[src/rtl/rate_tick_gen.sv]
// rate_tick_gen: programmable tick generator with tick counter; optional sq_out toggle via TICK_TOGGLE_EN
module rate_tick_gen #(
  parameter int WIDTH = 27,
  parameter int CNT_W = 8
) (
  input  logic             clk,
  input  logic             rst_n,
  input  logic             en,
  input  logic             clear,
  input  logic [WIDTH-1:0] period,
  output logic             tick,
  output logic [CNT_W-1:0] tick_count,
  output logic             running,
  output logic             sq_out
);
  typedef enum logic [1:0] {IDLE, LOAD, RUN} state_t;
  state_t           state, state_n;
  logic [WIDTH-1:0] count, count_n, period_q, period_q_n;
  logic             tick_n, clr_tc;
  // next-state: en beats clear beats period change beats terminal count
  always_comb begin
    state_n    = state;
    count_n    = '0;
    period_q_n = period_q;
    tick_n     = 1'b0;
    clr_tc     = 1'b0;
    case (state)
      IDLE: begin
        state_n = en ? LOAD : IDLE;
        clr_tc  = clear;
      end
      LOAD: begin
        state_n    = en ? RUN : IDLE;
        period_q_n = period;
        clr_tc     = clear;
      end
      RUN: begin
        if (!en) state_n = IDLE;
        else if (clear) begin
          clr_tc  = 1'b1;
          state_n = LOAD;
        end
        else if (period != period_q) state_n = LOAD;
        else if (count == period_q) tick_n = 1'b1;
        else count_n = count + WIDTH'(1);
      end
      default: state_n = IDLE;
    endcase
  end
  // state, counter and registered outputs
  always_ff @(posedge clk or negedge rst_n) begin
    if (!rst_n) begin
      state      <= IDLE;
      count      <= '0;
      period_q   <= '0;
      tick       <= 1'b0;
      tick_count <= '0;
      running    <= 1'b0;
    end else begin
      state      <= state_n;
      count      <= count_n;
      period_q   <= period_q_n;
      tick       <= tick_n;
      tick_count <= clr_tc ? '0 : tick_count + CNT_W'(tick_n);
      running    <= state_n == RUN;
    end
  end
`ifdef TICK_TOGGLE_EN
  logic sq_q;
  // square wave flips on every tick, cleared with tick_count
  always_ff @(posedge clk or negedge rst_n) begin
    if (!rst_n) sq_q <= 1'b0;
    else if (clr_tc) sq_q <= 1'b0;
    else if (tick_n) sq_q <= ~sq_q;
  end
  assign sq_out = sq_q;
`else
  assign sq_out = 1'b0;
`endif
endmodule
[config.mk]
export PLATFORM = sky130hd
export DESIGN_NAME = rate_tick_gen
export DESIGN_NICKNAME = d
export VERILOG_FILES = /design/src/rtl/rate_tick_gen.sv
export SDC_FILE = /design/constraint.sdc
export NUM_CORES = 1
export LEC_CHECK = 0
export ABC_AREA = 1
export BUFFER_PORTS_ARGS = -buffer_cell sky130_fd_sc_hd__buf_2
export CAP_MARGIN = 20
export CORE_ASPECT_RATIO = 1.5
export CORE_UTILIZATION = 40
export CTS_CLUSTER_SIZE = 25
export DETAILED_ROUTE_END_ITERATION = 10
export PLACE_DENSITY_LB_ADDON = 0.12
export SYNTH_ARGS = -nofsm -noshare
export SYNTH_HDL_FRONTEND = slang
export SYNTH_SLANG_ARGS = --single-unit
[constraint.sdc]
create_clock -name clk -period 2.53 [get_ports clk]
set_clock_uncertainty 0.15 [all_clocks]
set_input_delay 0.506 -clock clk [delete_from_list [all_inputs] [get_ports clk]]
set_output_delay 0.506 -clock clk [all_outputs]
set_load 0.02 [all_outputs]
==> results of run 1 <==
registers in the layout, summed over array words and instances (netlist names):
register,count
count,27
period_q,27
tick_count,8
state,2
running,1
tick,1
worst max path at each step:
stage | from | end | slack, ns
6_report | period_q[14] | tick_count[7] | 0.08
5_1_grt | period_q[14] | tick_count[7] | -0.13
4_1_cts | period_q[20] | tick_count[6] | 0.00004
3_5_place_dp | period[15] | tick_count[6] | -0.34
3_3_place_gp | period[12] | tick_count[6] | -0.27
2_1_floorplan | period[10] | tick_count[6] | 0.01
cells in the mapped netlist, types with 7 or more instances:
cell type / count
nand3_1: 11
dfrtp_1: 66
xor2_1: 20
a21oi_1: 9
o21ai_0: 20
nor2_1: 56
nand4_1: 13
inv_1: 62
nor3_1: 7
mux2_2: 9
nand2_1: 145
nor2_2: 23
xnor2_1: 24
layout make-up:
type,instances,area (µm²)
Fill cell,916,4470
Multi-Input combinational cell,363,2030
Sequential cell,66,1650
Timing Repair Buffer,81,537
Clock buffer,14,264
Inverter,63,236
Tap cell,112,140
Clock inverter,2,35.0
power by group through the flow:
stage / logic [mW] / registers (mW) / clock network [mW]
finish: 0.442 / 1.20 / 1.26
global route: 0.511 / 1.21 / 1.33
CTS: 0.447 / 1.20 / 1.28
detailed placement: 0.421 / 1.23 / 0
global placement: 0.415 / 1.22 / 0
floorplan: 0.261 / 1.21 / 0
through the flow:
step / total power [mW] / area, µm² / TNS [ns] / setup slack, ns
after floorplan: 1.47 / 3900 / 0 / 0.0130
after CTS: 2.93 / 4800 / 0 / 0.0000404
after global routing: 3.06 / 4900 / -0.333 / -0.134
final: 2.91 / 4900 / 0 / 0.0755
after detailed placement: 1.65 / 4420 / -1.01 / -0.343
after global placement: 1.64 / 4420 / -0.776 / -0.271
what timing repair did:
action                                  in CTS  in global routing
pin swaps                                    8                 11
setup buffers                                7                  4
endpoints found under the setup margin       3                  5
resized for setup                            9                 21
metal layers:
layer / vias to the layer above / global-route usage
li1: 1715 / -
met1: 1528 / 0.212
met2: 49 / 0.356
met3: 15 / 0.0394
met4: 0 / 0.107
met5: - / 0
cells by family (layout without fill, tap and decap cells):
family / after synthesis / after routing / share of synthesized area
xor+xnor: 44 / 44 / 0.0989
other cells: 1 / 1 / 0.000962
buf+inv: 74 / 160 / 0.0774
flops: 66 / 66 / 0.424
fa+ha+maj: 3 / 3 / 0.00963
simple gates: 274 / 274 / 0.321
compound gates: 32 / 32 / 0.0424
mux: 9 / 9 / 0.0260
==> flow_metrics.env, run 1 <==
export IMPL_routed_via_density=4.72
export IMPL_setup_worst_path_end_class="flop"
export IMPL_area_growth_pct=25.7
export IMPL_switching_share=0.258
export IMPL_cts_hold_buffers_added=0
export IMPL_dp_hpwl_um=6470
export IMPL_yosys_most_used_dff="dfrtp_1"
export IMPL_final_cell_mix="nand2_1, dfrtp_1, inv_1, nor2_1, buf_2"
export IMPL_required_ns=2.57
export IMPL_syn_nets=537
export IMPL_die_x_um=82.6
export IMPL_wl_met1_um=3570
export IMPL_synth_seq_cells=66
export IMPL_drt_iter0_markers=94
export IMPL_num_antenna_cells=0
export IMPL_status="completed"
export IMPL_ys_types=31
export IMPL_synth_edff_count=0
export IMPL_internal_power_mw=2.16
export IMPL_hp_class="in -> async"
export IMPL_drtAntennaViolNets=0
export IMPL_cts_root_buf="clkbuf_16"
export IMPL_drv_cap=0
export IMPL_vias=3307
export IMPL_clkSinkCount=66
export IMPL_p_comb_frac=0.152
export IMPL_io_buffers=40
export IMPL_netlist_instances=503
export IMPL_totalWireLength_um=8730
export IMPL_dieHeight_um=123
export IMPL_slew_headroom=0.484
export IMPL_initial_core_util=0.416
export IMPL_crit_slowest_cell="dfrtp_1"
export IMPL_synth_largest_type_area_fraction=0.424
export IMPL_path_depth=19
export IMPL_first_pass_iters=4
export IMPL_crit_arrival_ns=2.50
export IMPL_ys_seq_area_frac=0.424
export IMPL_cp_max_fo=4
export IMPL_h_tree_depth=3
export IMPL_cts_tree="yes"
export IMPL_clock_latency_ns=0.34
export IMPL_grt_usage=0.198
export IMPL_hold_violations=0
export IMPL_die_area_um2=10100
export IMPL_crit_type="reg -> reg"
export IMPL_power_leakage_nw=2.28
export IMPL_synth_area_leader_cell="dfrtp_1"
export IMPL_core_area_um2=9360
export IMPL_yosys_warnings=0
export IMPL_syn_avg_cell_area_um2=7.75
export IMPL_drive_gt1_frac=0.282
export IMPL_boundaryPins=42
export IMPL_placed_cells=674
export IMPL_grt_pass1_wl_um=14700
export IMPL_wl_met2_um=4660
export IMPL_grt_pass1_vias=3291
export IMPL_grt_max_degree=67
export IMPL_netlist_area_um2=3900
export IMPL_finalCritPeriodShare=0.970
export IMPL_wl_per_cell_um=12.5
export IMPL_reg2reg_depth=19
export IMPL_period_needed_ns=2.45
export IMPL_seq_power_share=0.414
export IMPL_cp_buffers_inverters=3
export IMPL_fin_util=0.523
export IMPL_antenna_found_initial=0
export IMPL_whs_ns=0.0352
export IMPL_num_rows=43
export IMPL_drc=0
export IMPL_top_layer="met4"
export IMPL_grt_remaining_overflow=0
export IMPL_p_clk_frac=0.434
export IMPL_peakVddDrop_uv=375
export IMPL_rr_startpoint="period_q[14]"
export IMPL_cpPeakStageDelay_ns=0.39
export IMPL_clock_path_buffers=2
export IMPL_cts_buffers=9
export IMPL_max_freq_ghz=0.407
export IMPL_critPathLaunchType="flop"
export IMPL_powerDensity_nw_per_um2=594
export IMPL_clkTransAtPathRegs_ns=0.05
export IMPL_worst_pin_slew_ns=0.772
export IMPL_setup_viol=0
export IMPL_synthTopCellsByArea="dfrtp_1, nand2_1, inv_1"
export IMPL_path_cells="inv_1 > nand2_1 > nand2_1 > nor2_1 > nand2_1 > nor2_2 > nand2_2 > nor2_4 > nand2_2 > nor2_4 > buf_6 > ha_4 > nand2_4 > nor2_4 > nand2_2 > inv_2 > nand4_1 > xor2_1 > nor2_1"
export IMPL_synth_async_reset_ratio=1.00
export IMPL_routabilityCongestion=0.822
export IMPL_netSwitchingPower_mw=0.750
export IMPL_final_nets=618
export IMPL_drv_slew=0
export IMPL_grt_setup_unrepaired="yes"
export IMPL_r2r_slack_ns=0.08
export IMPL_route_met3_wl_um=219
export IMPL_worstReg2RegEnd="tick_count[7]"
export IMPL_final_common_cell="nand2_1"
export IMPL_final_cells=701
export IMPL_cp_top_family="simple AND/OR/NAND/NOR gates"
No activity file was read; power rests on OpenSTA's default activity.
==> run 2: changes to the inputs <==
--- a/config.mk
+++ b/config.mk
@@ -9,7 +9,7 @@
 export BUFFER_PORTS_ARGS = -buffer_cell sky130_fd_sc_hd__buf_2
 export CAP_MARGIN = 20
 export CORE_ASPECT_RATIO = 1.5
-export CORE_UTILIZATION = 40
+export CORE_UTILIZATION = 35
 export CTS_CLUSTER_SIZE = 25
 export DETAILED_ROUTE_END_ITERATION = 10
 export PLACE_DENSITY_LB_ADDON = 0.12
==> flow_metrics.env, run 2 (same netlist as run 1, synthesis figures left out) <==
export IMPL_status="completed"
export IMPL_setup_worst_path_end_class="flop"
export IMPL_totalWireLength_um=8850
export IMPL_initial_core_util=0.364
export IMPL_r2r_slack_ns=0.15
export IMPL_final_nets=614
export IMPL_setup_tns_ns=0
export IMPL_final_common_cell="nand2_1"
export IMPL_power_leakage_nw=2.26
export IMPL_drive_gt1_frac=0.284
export IMPL_cts_root_buf="clkbuf_16"
export IMPL_worst_pin_slew_ns=0.678
export IMPL_rr_startpoint="period_q[13]"
export IMPL_max_freq_ghz=0.420
export IMPL_final_cell_mix="nand2_1, dfrtp_1, inv_1, nor2_1, buf_2"
export IMPL_cp_max_fo=4
export IMPL_clkTransAtPathRegs_ns=0.05
export IMPL_finalCritPeriodShare=0.942
export IMPL_clock_path_buffers=2
export IMPL_hp_class="in -> async"
export IMPL_drtAntennaViolNets=0
export IMPL_powerDensity_nw_per_um2=582
export IMPL_first_pass_iters=4
export IMPL_hold_violations=0
export IMPL_grt_pass1_vias=3260
export IMPL_cp_startpoint="period_q[13]"
export IMPL_antenna_found_initial=0
export IMPL_final_cells=728
export IMPL_placed_cells=702
export IMPL_area_growth_pct=25.8
export IMPL_period_needed_ns=2.38
export IMPL_cts_tree="yes"
export IMPL_vias=3286
export IMPL_die_area_um2=11600
export IMPL_setup_viol=0
export IMPL_grt_max_degree=38
export IMPL_wl_per_cell_um=12.2
export IMPL_clock_latency_ns=0.33
export IMPL_cts_hold_buffers_added=0
export IMPL_largestRegisters="count (27), period_q (27), tick_count (8)"
export IMPL_core_area_um2=10700
export IMPL_drv_slew=0
export IMPL_critPathLaunchType="flop"
export IMPL_worstReg2RegEnd="tick_count[6]"
export IMPL_grt_pass1_wl_um=14900
export IMPL_drv_cap=0
export IMPL_die_x_um=88.1
export IMPL_drt_iter0_markers=105
export IMPL_endpoint="tick_count[6]"
export IMPL_required_ns=2.64
export IMPL_io_buffers=40
export IMPL_slew_headroom=0.548
export IMPL_crit_type="reg -> reg"
export IMPL_dieHeight_um=131
export IMPL_reg2reg_depth=18
export IMPL_grt_setup_unrepaired="yes"
export IMPL_grt_usage=0.169
export IMPL_cts_buffers=9
export IMPL_boundaryPins=42
export IMPL_routed_via_density=4.51
export IMPL_drc=0
export IMPL_grt_remaining_overflow=0
export IMPL_crit_arrival_ns=2.50
export IMPL_num_rows=46
export IMPL_routabilityCongestion=0.840
export IMPL_h_tree_depth=3
export IMPL_dp_hpwl_um=6620
export IMPL_num_antenna_cells=0
export IMPL_clkSinkCount=66
export IMPL_peakVddDrop_uv=375
export IMPL_p_total_mw=2.85
==> run 2: changes by cell type in the layout (fill, tap and decap cells not counted), sizes merged <==
cell    previous run  this run
clkinv             1         2
clkbuf            14        12
buf               81        77
==> run 2: cell type report <==
class,count,area [µm²]
Timing Repair Buffer,77,507
Inverter,63,236
Fill cell,1136,5800
Multi-Input combinational cell,363,2040
Tap cell,144,180
Clock inverter,3,40.0
Sequential cell,66,1650
Clock buffer,12,246
==> run 2: power by group <==
part,total (mW),internal (mW),switching (mW)
Sequential,1.21,1.13,0.0768
Combinational,0.429,0.201,0.227
Clock,1.22,0.780,0.437
==> run 2: worst min-delay path by stage <==
stage / end / slack, ns
detailed placement: count[0] / 0.33
CTS: tick_count[3] / 0.06
global placement: count[0] / 0.32
finish: tick_count[3] / 0.04
floorplan: count[0] / 0.06
global route: tick_count[3] / 0.08
==> run 2: what timing repair did <==
action	4_1_cts	5_1_grt
setup buffers	6	7
gates resized for setup	7	26
endpoints found under the setup margin	2	5
pin swaps	6	16
==> run 2: worst max-delay path, cell delays in order (launching register included) <==
cell and delay [ns]:
dfrtp_1 0.39, inv_2 0.06, nand2_2 0.06, nand2_1 0.04, nor2_1 0.09, nand2_1 0.10
nor2_2 0.13, nand2_2 0.08, nor2_4 0.09, nand2_2 0.08, nor2_4 0.11, ha_2 0.20
nand2_2 0.07, nor2_2 0.11, nand2_1 0.07, inv_2 0.06, nand2_2 0.05, or2_4 0.23
a21oi_2 0.12
==> run 2: stage by stage <==
stage	area, µm²	setup WS, ns	util	hold WS (ns)
floorplan	3900	0.0130	-	0.0604
global placement	4430	-0.170	0.414	0.323
detailed placement	4430	-0.235	0.414	0.327
CTS	4780	0.0168	0.447	0.0562
global route	4900	-0.0578	0.458	0.0813
finish	4900	0.147	0.458	0.0400
==> run 2: layer usage <==
metal / GRT usage / up-vias / share of wire
met5: 0 / - / 0
met4: 0.0663 / 0 / 0.021
met3: 0.0358 / 12 / 0.026
met2: 0.296 / 42 / 0.53
met1: 0.195 / 1520 / 0.43
li1: - / 1712 / -
==> run 3: changes to the inputs <==
--- a/config.mk
+++ b/config.mk
@@ -5,7 +5,7 @@
 export SDC_FILE = /design/constraint.sdc
 export NUM_CORES = 1
 export LEC_CHECK = 0
-export ABC_AREA = 1
+export ABC_AREA = 0
 export BUFFER_PORTS_ARGS = -buffer_cell sky130_fd_sc_hd__buf_2
 export CAP_MARGIN = 20
 export CORE_ASPECT_RATIO = 1.5
@@ -13,6 +13,7 @@
 export CTS_CLUSTER_SIZE = 25
 export DETAILED_ROUTE_END_ITERATION = 10
 export PLACE_DENSITY_LB_ADDON = 0.12
+export REMOVE_ABC_BUFFERS = 1
 export SYNTH_ARGS = -nofsm -noshare
 export SYNTH_HDL_FRONTEND = slang
 export SYNTH_SLANG_ARGS = --single-unit
==> flow_metrics.env, run 3 <==
export IMPL_synth_area_leader_cell="dfrtp_1"
export IMPL_die_area_um2=10400
export IMPL_dp_slack_ns=-0.784
export IMPL_yosys_cell_count_top_type="dfrtp_1"
export IMPL_netlist_instances=311
export IMPL_final_common_cell="dfrtp_1"
export IMPL_critPathLaunchType="flop"
export IMPL_wl_per_cell_um=15.8
export IMPL_top_layer="met4"
export IMPL_fin_util=0.463
export IMPL_initial_core_util=0.359
export IMPL_routabilityCongestion=0.764
export IMPL_boundaryPins=42
export IMPL_cp_startpoint="period_q[13]"
export IMPL_vias=2557
export IMPL_cts_hold_buffers_added=0
export IMPL_wl_met2_um=4580
export IMPL_final_nets=438
export IMPL_status="finished with violations"
export IMPL_grt_pass1_wl_um=13600
export IMPL_clock_path_buffers=2
export IMPL_slew_headroom=0.587
export IMPL_wl_met1_um=3280
export IMPL_hold_violations=0
export IMPL_area_growth_pct=29.0
export IMPL_synth_cells_most_frequent="dfrtp_1, xor2_1, mux2_2, nor3_1, xnor2_1"
export IMPL_finalCritPeriodShare=1.07
export IMPL_synth_async_reset_ratio=1.00
export IMPL_largestRegisters="count (27), period_q (27), tick_count (8)"
export IMPL_multi_input_area_um2=1770
export IMPL_cp_max_fo=4
export IMPL_antenna_found_initial=0
export IMPL_hp_class="in -> async"
export IMPL_period_needed_ns=2.72
export IMPL_yosys_warnings=0
export IMPL_drive_gt1_frac=0.368
export IMPL_required_ns=2.64
export IMPL_syn_avg_cell_area_um2=11.2
export IMPL_cts_buffers=9
export IMPL_netlist_area_um2=3480
export IMPL_dieHeight_um=124
export IMPL_drv_cap=0
export IMPL_violations="negative setup slack"
export IMPL_synth_largest_type_area_fraction=0.475
export IMPL_setup_viol=5
export IMPL_regArea_um2=1650
export IMPL_first_pass_iters=4
export IMPL_h_tree_depth=3
export IMPL_rr_startpoint="period_q[13]"
export IMPL_core_area_um2=9690
export IMPL_max_freq_ghz=0.368
export IMPL_totalWireLength_um=8280
export IMPL_dp_hpwl_um=6050
export IMPL_drtAntennaViolNets=0
export IMPL_crit_arrival_ns=2.82
export IMPL_ys_seq_area_frac=0.475
export IMPL_final_setup_worst_slack_ns=-0.190
export IMPL_grt_usage=0.176
export IMPL_cts_tree="yes"
export IMPL_r2r_slack_ns=-0.19
export IMPL_peakVddDrop_uv=505
export IMPL_num_rows=44
export IMPL_synth_seq_cells=66
export IMPL_grt_pass1_vias=2642
export IMPL_route_met3_wl_um=201
export IMPL_clkSinkCount=66
export IMPL_crit_type="reg -> reg"
export IMPL_cts_root_buf="clkbuf_16"
export IMPL_powerDensity_nw_per_um2=639
export IMPL_drt_iter0_markers=75
export IMPL_grt_remaining_overflow=0
export IMPL_die_x_um=83.4
export IMPL_final_cell_mix="dfrtp_1, xor2_1, buf_4, buf_2, mux2_2"
export IMPL_ys_types=29
export IMPL_routed_via_density=4.89
export IMPL_grt_setup_unrepaired="yes"
export IMPL_setup_worst_path_end_class="flop"
export IMPL_io_buffers=40
export IMPL_synth_edff_count=0
export IMPL_drc=0
export IMPL_power_leakage_nw=2.01
export IMPL_clock_latency_ns=0.33
export IMPL_num_antenna_cells=0
export IMPL_synthTopCellsByArea="dfrtp_1, xor2_1, mux2_2"
export IMPL_drv_slew=0
export IMPL_fillCellCount=925
export IMPL_worst_pin_slew_ns=0.617
export IMPL_clkTransAtPathRegs_ns=0.05
export IMPL_grt_max_degree=67
export IMPL_yosys_most_used_dff="dfrtp_1"
==> run 3: cell count changes after synthesis, sizes merged, moves of 3 or more <==
cell	delta
inv	-59
nor3	+22
nand4	+3
nand2	-140
nor2	-73
nor4	+9
a21oi	-7
xor2	+40
o21ai	-16
and3	+5
mux2	+18
==> run 3: layout make-up <==
| type | instances | area share |
|---|---|---|
| clock inverters | 1 | 0.00167 |
| clock buffers | 14 | 0.0633 |
| multi-input cells | 229 | 0.394 |
| inverters | 4 | 0.00334 |
| repair buffers | 94 | 0.138 |
| flip-flops and latches | 66 | 0.368 |
| well taps | 115 | 0.0321 |
==> run 3: critical path, stage by stage, from the launching register on <==
cell and delay [ns]:
dfrtp_1 0.38, xor2_1 0.15, nor4_2 0.33, nand4_1 0.20
or4_4 0.48, nor2b_4 0.13, ha_2 0.18, nand4_1 0.15
or3_1 0.33, a21oi_1 0.15
==> run 3: power breakdown <==
group          leakage (nW)  internal (mW)  switching, mW
Sequential            0.856           1.14         0.0627
Clock                 0.141          0.765          0.445
Combinational          1.01          0.259          0.201
Total                  2.01           2.16          0.708
==> run 3: final timing paths <==
kind / to / depth (start not counted)
worst max register to register: tick_count[6] / 9
worst min-delay path: running / 2
worst max-delay path: tick_count[6] / 9
min in group clk: period_q[5] / 2
max in group asynchronous: period_q[10] / 2
worst min register to register: tick_count[7] / 2
==> run 3: metrics by stage <==
step	hold slack, ns	TNS [ns]	power [mW]	instances	area (µm²)
final	0.0259	-0.793	2.87	523	4490
after global routing	0.0607	-1.56	3.01	523	4490
after CTS	0.0511	-1.20	2.92	523	4480
after detailed placement	0.393	-9.80	1.68	506	4130
after global placement	0.372	-8.51	1.67	506	4130
after floorplan	0.0604	-4.31	1.45	299	3380
==> run 3: timing repair <==
action	CTS	global route
setup buffers	2	0
endpoints found under the setup margin	8	8
pin swaps	5	7
resized for setup	9	3
==> run 3: cells by family (layout without fill, tap and decap cells) <==
| family | after synthesis | after routing | share of synthesized area |
|---|---|---|---|
| other cells | 1 | 1 | 0.00108 |
| mux | 27 | 27 | 0.0874 |
| compound gates | 7 | 7 | 0.0108 |
| xor+xnor | 84 | 84 | 0.211 |
| flops | 66 | 66 | 0.475 |
| simple gates | 107 | 107 | 0.172 |
| buf+inv | 16 | 113 | 0.0316 |
| fa+ha+maj | 3 | 3 | 0.0108 |
==> run 3: layer usage <==
metal,up-vias,GRT usage
met5,-,0
met1,1231,0.183
met4,0,0.0879
li1,1273,-
met2,42,0.332
met3,11,0.0404
